<file path="config.mk">
export PLATFORM = sky130hd
export DESIGN_NAME = ins_cache
export DESIGN_NICKNAME = d
export VERILOG_FILES = /design/src/rtl/ins_cache.sv
export SDC_FILE = /design/constraint.sdc
export NUM_CORES = 2
export LEC_CHECK = 0
export ABC_AREA = 0
export BUFFER_PORTS_ARGS = -buffer_cell sky130_fd_sc_hd__buf_2
export CAP_MARGIN = 40
export CORE_ASPECT_RATIO = 0.5
export CORE_MARGIN = 1.5
export CORE_UTILIZATION = 60
export CTS_CLUSTER_SIZE = 8
export DETAILED_ROUTE_END_ITERATION = 10
export PLACE_DENSITY = 0.76
export SLEW_MARGIN = 30
export SYNTH_ARGS = -nofsm -noshare
export SYNTH_HDL_FRONTEND = slang
export SYNTH_SLANG_ARGS = --single-unit
</file>
<file path="constraint.sdc">
create_clock -name clk -period 13.5 [get_ports clk]
set_clock_uncertainty 0.1 [all_clocks]
set_input_delay 0 -clock clk [delete_from_list [all_inputs] [get_ports clk]]
set_output_delay 0 -clock clk [all_outputs]
set_load 0.05 [all_outputs]
</file>
<file path="src/rtl/ins_cache.sv">
// Direct-mapped instruction cache, one 32-bit word per line, refilled little-endian over a byte port.
// Optional hit/miss statistics counters are built when ICACHE_STAT_EN is defined.
module ins_cache #(
  parameter int ADR_W = 32,
  parameter int DAT_W = 32,
  parameter int IDX_W = 6
) (
  input  logic             clk,
  input  logic             rst,
  input  logic             en,
  input  logic             clr,
  input  logic             ins_call,
  input  logic [ADR_W-1:0] addr_in,
  output logic             cache_en,
  output logic [DAT_W-1:0] cache_ins,
  output logic             busy,
  output logic             mem_req,
  output logic [ADR_W-1:0] mem_addr,
  input  logic             mem_valid,
  input  logic [7:0]       mem_din
`ifdef ICACHE_STAT_EN
  ,
  output logic [31:0]      hit_cnt,
  output logic [31:0]      miss_cnt
`endif
);

  localparam int TAG_W = ADR_W - IDX_W - 2;
  localparam int LINES = 1 << IDX_W;

  typedef enum logic [1:0] {IDLE, FILL, DRAIN} state_t;

  state_t             state_q, state_d;
  logic               cache_en_q, cache_en_d;
  logic [DAT_W-1:0]   cache_ins_q, cache_ins_d;
  logic               busy_q, busy_d;
  logic               mem_req_q, mem_req_d;
  logic [ADR_W-1:0]   mem_addr_q, mem_addr_d;
  logic [1:0]         cnt_q, cnt_d;
  logic [DAT_W-9:0]   fill_q, fill_d;
  logic [IDX_W-1:0]   idx_q, idx_d;
  logic [TAG_W-1:0]   tag_q, tag_d;
  logic [LINES-1:0]   valid_q, valid_d;
`ifdef ICACHE_STAT_EN
  logic [31:0]        hit_cnt_q, hit_cnt_d;
  logic [31:0]        miss_cnt_q, miss_cnt_d;
`endif

  logic [TAG_W-1:0]   tag_mem  [LINES];
  logic [DAT_W-1:0]   data_mem [LINES];

  logic [IDX_W-1:0]   req_idx;
  logic [TAG_W-1:0]   req_tag;
  logic               hit;
  logic               wr_en;
  logic [DAT_W-1:0]   wr_data;
  logic               unused_addr_bits;

  assign req_idx          = addr_in[IDX_W+1:2];
  assign req_tag          = addr_in[ADR_W-1:IDX_W+2];
  assign hit              = valid_q[req_idx] && (tag_mem[req_idx] == req_tag);
  assign unused_addr_bits = ^addr_in[1:0];

  always_comb begin
    // NOTE: every signal gets a default before the case so no path leaves it unassigned (no latches).
    state_d     = state_q;
    cache_en_d  = cache_en_q;
    cache_ins_d = cache_ins_q;
    busy_d      = busy_q;
    mem_req_d   = mem_req_q;
    mem_addr_d  = mem_addr_q;
    cnt_d       = cnt_q;
    fill_d      = fill_q;
    idx_d       = idx_q;
    tag_d       = tag_q;
    valid_d     = valid_q;
    wr_en       = 1'b0;
    wr_data     = {mem_din, fill_q};
`ifdef ICACHE_STAT_EN
    hit_cnt_d   = hit_cnt_q;
    miss_cnt_d  = miss_cnt_q;
`endif
    if (en) begin
      cache_en_d = 1'b0;
      case (state_q)
        IDLE: begin
          if (ins_call && !clr) begin
            idx_d = req_idx;
            tag_d = req_tag;
            if (hit) begin
              cache_en_d  = 1'b1;
              cache_ins_d = data_mem[req_idx];
`ifdef ICACHE_STAT_EN
              if (hit_cnt_q != 32'hFFFF_FFFF) hit_cnt_d = hit_cnt_q + 32'd1;
`endif
            end else begin
              busy_d     = 1'b1;
              mem_req_d  = 1'b1;
              mem_addr_d = {addr_in[ADR_W-1:2], 2'b00};
              cnt_d      = 2'd0;
              state_d    = FILL;
`ifdef ICACHE_STAT_EN
              if (miss_cnt_q != 32'hFFFF_FFFF) miss_cnt_d = miss_cnt_q + 32'd1;
`endif
            end
          end
        end
        FILL: begin
          if (mem_valid) begin
            // Bytes shift in from the top so byte 0 ends up in bits [7:0].
            fill_d = {mem_din, fill_q[DAT_W-9:8]};
            if (cnt_q == 2'd3 || clr) begin
              mem_req_d = 1'b0;
              busy_d    = 1'b0;
              state_d   = IDLE;
              if (!clr) begin
                wr_en          = 1'b1;
                valid_d[idx_q] = 1'b1;
                cache_en_d     = 1'b1;
                cache_ins_d    = wr_data;
              end
            end else begin
              cnt_d      = cnt_q + 2'd1;
              mem_addr_d = mem_addr_q + ADR_W'(1);
            end
          end else if (clr) begin
            state_d = DRAIN;
          end
        end
        DRAIN: begin
          if (mem_valid) begin
            mem_req_d = 1'b0;
            busy_d    = 1'b0;
            state_d   = IDLE;
          end
        end
        default: state_d = IDLE;
      endcase
    end
  end

  // NOTE: state updates use non-blocking assignments so every flop samples pre-edge values.
  always_ff @(posedge clk or negedge rst) begin
    if (!rst) begin
      state_q     <= IDLE;
      cache_en_q  <= 1'b0;
      cache_ins_q <= '0;
      busy_q      <= 1'b0;
      mem_req_q   <= 1'b0;
      mem_addr_q  <= '0;
      cnt_q       <= 2'd0;
      fill_q      <= '0;
      idx_q       <= '0;
      tag_q       <= '0;
      valid_q     <= '0;
`ifdef ICACHE_STAT_EN
      hit_cnt_q   <= '0;
      miss_cnt_q  <= '0;
`endif
    end else begin
      state_q     <= state_d;
      cache_en_q  <= cache_en_d;
      cache_ins_q <= cache_ins_d;
      busy_q      <= busy_d;
      mem_req_q   <= mem_req_d;
      mem_addr_q  <= mem_addr_d;
      cnt_q       <= cnt_d;
      fill_q      <= fill_d;
      idx_q       <= idx_d;
      tag_q       <= tag_d;
      valid_q     <= valid_d;
`ifdef ICACHE_STAT_EN
      hit_cnt_q   <= hit_cnt_d;
      miss_cnt_q  <= miss_cnt_d;
`endif
    end
  end

  // NOTE: tag/data arrays carry no reset; the valid bits alone decide whether a line is usable.
  always_ff @(posedge clk) begin
    if (wr_en) begin
      tag_mem[idx_q]  <= tag_q;
      data_mem[idx_q] <= wr_data;
    end
  end

  assign cache_en  = cache_en_q;
  assign cache_ins = cache_ins_q;
  assign busy      = busy_q;
  assign mem_req   = mem_req_q;
  assign mem_addr  = mem_addr_q;
`ifdef ICACHE_STAT_EN
  assign hit_cnt   = hit_cnt_q;
  assign miss_cnt  = miss_cnt_q;
`endif

endmodule
</file>
==> flow_metrics.env <==
export IMPL_slew_headroom=0.278
export IMPL_synth_area_mux_share=0.172
export IMPL_die_h_um=352
export IMPL_dr_wl_met3_um=75100
export IMPL_grt_setup_unrepaired="false"
export IMPL_rows=127
export IMPL_yosysSeqAreaShare=0.769
export IMPL_cts_root_buf="clkbuf_16"
export IMPL_yosysWarnings=0
export IMPL_power_leakage_nw=56.1
export IMPL_cp_arrival_ns=6.63
export IMPL_startpoint_type="primary input"
export IMPL_dp_cells=9965
export IMPL_synth_top_family_by_area="multiplexers"
export IMPL_synthCells=6693
export IMPL_vias_per_cell=7.45
export IMPL_clk_path_buf_depth=4
export IMPL_fin_crit_ns=5.97
export IMPL_syn_cell_area_um2=146000
export IMPL_slew_viol_final=0
export IMPL_synth_top_area_cell="edfxtp_1"
export IMPL_htreeDepth=6
export IMPL_hold_viol_final=0
export IMPL_final_cell_area_um2=169000
export IMPL_layout_drive_gt1_share=0.286
export IMPL_timing_worst_setup_path_type="in2reg"
export IMPL_cp_end_kind="register"
export IMPL_yosys_most_used_dff="edfxtp_1"
export IMPL_yosysUniqueCellTypes=75
export IMPL_clk_latency_ns=0.90
export IMPL_grt_pass1_wl_um=618000
export IMPL_ioPinCount=113
export IMPL_synth_simple_area_share=0.0216
export IMPL_placed_cell_area_um2=153000
export IMPL_drc=0
export IMPL_crit_fanout=91
export IMPL_portBuffers=110
export IMPL_core_um2=241000
export IMPL_maxCapViolations=0
export IMPL_clk_pin_slew_ns=0.05
export IMPL_grt_max_degree=129
export IMPL_required_ns=14.16
export IMPL_synth_fa_ha_area_frac=0.000514
export IMPL_syn2layout_area_growth_pct=15.7
export IMPL_ff2ff_path_depth=10
export IMPL_instances_no_fill=10862
export IMPL_async_reset_ff_frac=0.0498
export IMPL_dp_hpwl_um=218000
export IMPL_ant_nets=0
export IMPL_floorplan_initialDensity=0.607
export IMPL_max_stage_delay_ns=0.72
export IMPL_cpMaxStageDelayCell="buf_4"
export IMPL_routabilityCongestion=0.823
export IMPL_ir_drop_v=0.000131
export IMPL_wl_per_cell_um=42.0
export IMPL_final_nets=7417
export IMPL_cts_sinks=3772
export IMPL_top_layer="met5"
export IMPL_setup_tns_ns=0
export IMPL_antenna_found_initial=14
export IMPL_die_w_um=701
export IMPL_wl_met1_um=145000
export IMPL_drt_iter0_markers=14855
export IMPL_grt_pass1_vias=81210
export IMPL_p_per_area_nw_per_um2=180
export IMPL_cts_tree="yes"
export IMPL_synth_edf_count=3584
export IMPL_yosys_top_cells_area="edfxtp_1 (74%), mux4_2 (14%), dfrtp_1 (3.2%)"
export IMPL_hold_path_depth=3
export IMPL_status="finished, final reports clean"
export IMPL_avgSynthCellArea_um2=21.8
export IMPL_fin_crit_sh=0.442
export IMPL_fmax_ghz=0.167
export IMPL_grt_remaining_overflow=0
export IMPL_setup_violations=0
export IMPL_synth_top_area_frac=0.737
export IMPL_drt_wl_total_um=456000
export IMPL_dieArea_um2=247000
export IMPL_track_usage=0.362
export IMPL_tightestPinTransition_ns=1.08
export IMPL_vias=80920
export IMPL_cts_resized=0
export IMPL_syn_num_nets=6745
export IMPL_hold_path_class="in2reg"
export IMPL_worstPathCellList="buf_8 -> buf_12 -> buf_4 -> and2_1 -> a221oi_1 -> o21ai_0 -> o21ai_0 -> or4_1 -> xnor2_1 -> nor4b_1 -> and4b_1 -> nand2_1 -> a21oi_4 -> buf_4 -> mux2_2"
export IMPL_synth_compound_area_frac=0.0208
export IMPL_dr_pass1_iters=8
export IMPL_met2_length_um=206000
export IMPL_p_total_mw=30.4
export IMPL_synthXorXnorAreaFrac=0.00156
export IMPL_cts_buffers=545
export IMPL_ys_ff_latch=3772
[report_power, final]
group          total [mW]  switching [mW]  internal [mW]  leakage (nW)
logic                3.37            2.56          0.814          13.8
clock network        12.6            4.97           7.66          7.40
registers            14.4           0.162           14.2          34.9
[cells by family (layout without fill, tap and decap cells)]
family,after synthesis,after routing
XOR/XNOR,26,26
other,0,7
AO/OA/AOI/OAI,445,445
flip-flops,3772,3772
AND/OR/NAND/NOR,635,635
adder cells (fa/ha/maj),6,6
multiplexers,1391,1391
buffers and inverters,418,1355
[cells in the final DEF, fill, tap and decap left out, types with 7 or more instances in the layout]
cell | Yosys | final
buf_4 | 53 | 230
edfxtp_1 | 3584 | 3584
a22oi_1 | 145 | 145
inv_6 | 0 | 19
nand2_1 | 178 | 178
o311ai_0 | 20 | 20
nand3b_1 | 8 | 8
mux2i_1 | 398 | 398
buf_8 | 1 | 7
nand2b_1 | 15 | 14
nor2_1 | 120 | 55
dlygate4sd3_1 | 0 | 52
nor3b_1 | 21 | 21
nand4_1 | 24 | 24
and3_1 | 11 | 11
clkbuf_16 | 0 | 570
a221o_1 | 7 | 7
a21oi_1 | 56 | 56
dfrtp_1 | 188 | 187
o22ai_1 | 58 | 58
or3_1 | 7 | 7
clkbuf_1 | 113 | 219
mux4_2 | 880 | 880
nor3_1 | 14 | 13
or2_2 | 72 | 72
o21ai_0 | 80 | 80
inv_1 | 58 | 55
buf_12 | 0 | 41
buf_16 | 0 | 36
nand3_1 | 118 | 116
nor2b_1 | 16 | 13
a221oi_1 | 25 | 25
buf_6 | 26 | 15
xnor2_1 | 24 | 24
nor2_4 | 0 | 64
diode_2 | 0 | 7
nor4_1 | 7 | 7
buf_2 | 118 | 101
mux2_2 | 113 | 113
[sequential cells by signal (all words and copies together), names as in the netlist, 6 cells and up]
register / flops
valid_q: 64
data_mem: 2048
cache_ins: 32
tag_mem: 1536
mem_addr: 32
fill_q: 24
tag_q: 24
idx_q: 6
[synth_stat cells (8+ instances only)]
cell,n
a21oi_1,56
a221oi_1,25
a22oi_1,145
and3_1,11
buf_1,46
buf_2,118
buf_4,53
buf_6,26
clkbuf_1,113
dfrtp_1,188
edfxtp_1,3584
inv_1,58
mux2_2,113
mux2i_1,398
mux4_2,880
nand2_1,178
nand2b_1,15
nand3_1,118
nand3b_1,8
nand4_1,24
nor2_1,120
nor2b_1,16
nor3_1,14
nor3b_1,21
o21ai_0,80
o22ai_1,58
o311ai_0,20
or2_2,72
xnor2_1,24
[layout make-up]
| class | count | area (µm²) |
|---|---|---|
| Fill cell | 12960 | 71800 |
| Clock inverter | 23 | 245 |
| Antenna cell | 7 | 17.5 |
| Tap cell | 3225 | 4040 |
| Inverter | 61 | 239 |
| Sequential cell | 3772 | 112000 |
| Multi-Input combinational cell | 2503 | 32100 |
| Clock buffer | 789 | 15100 |
| Timing Repair Buffer | 482 | 4840 |
[what timing repair did]
| action | CTS | global route |
|---|---|---|
| hold buffers | 53 | 0 |
| setup buffers | 0 | 0 |
| endpoints found under the hold margin | 738 | 0 |
[through the flow]
step / worst slack (ns) / utilization / hold WS, ns
after CTS: 7.76 / 0.700 / 0.00258
after global routing: 7.40 / 0.702 / 0.0269
after global placement: 6.83 / 0.628 / -0.0587
after detailed placement: 6.94 / 0.634 / -0.0487
after floorplan: 9.09 / - / -0.396
final: 7.53 / 0.702 / 0.0416
[final timing paths]
path,start,to,slack (ns)
setup / recovery,addr_in[3],cache_ins[5]$_DFFE_PN0P_,7.53
hold / removal,addr_in[31],tag_q[23]$_DFFE_PN0P_,0.04
setup reg to reg,state_q[1]$_DFFE_PN0P_,data_mem[61][16]$_DFFE_PP_,7.71
hold reg to reg,valid_q[11]$_DFFE_PN0P_,valid_q[11]$_DFFE_PN0P_,0.37
max in group asynchronous,rst,cache_ins[30]$_DFFE_PN0P_,12.20
min in group asynchronous,rst,tag_q[10]$_DFFE_PN0P_,0.43
[per-layer routing]
metal  vias up  GRT usage
met5         -          0
met4        14      0.188
met3      1773      0.118
met2      8657      0.550
met1     41078      0.476
li1      29398          -
[worst max-delay path, delay by kind of cell]
kind	cells	cell delay (ns)
buffers and inverters	4	2.39
and+or+nand+nor	5	2.20
AOI/OAI and AO/OA	4	0.73
muxes	1	0.44
xor gates and xnor gates	1	0.27
Power figures use the tool's default switching activity.
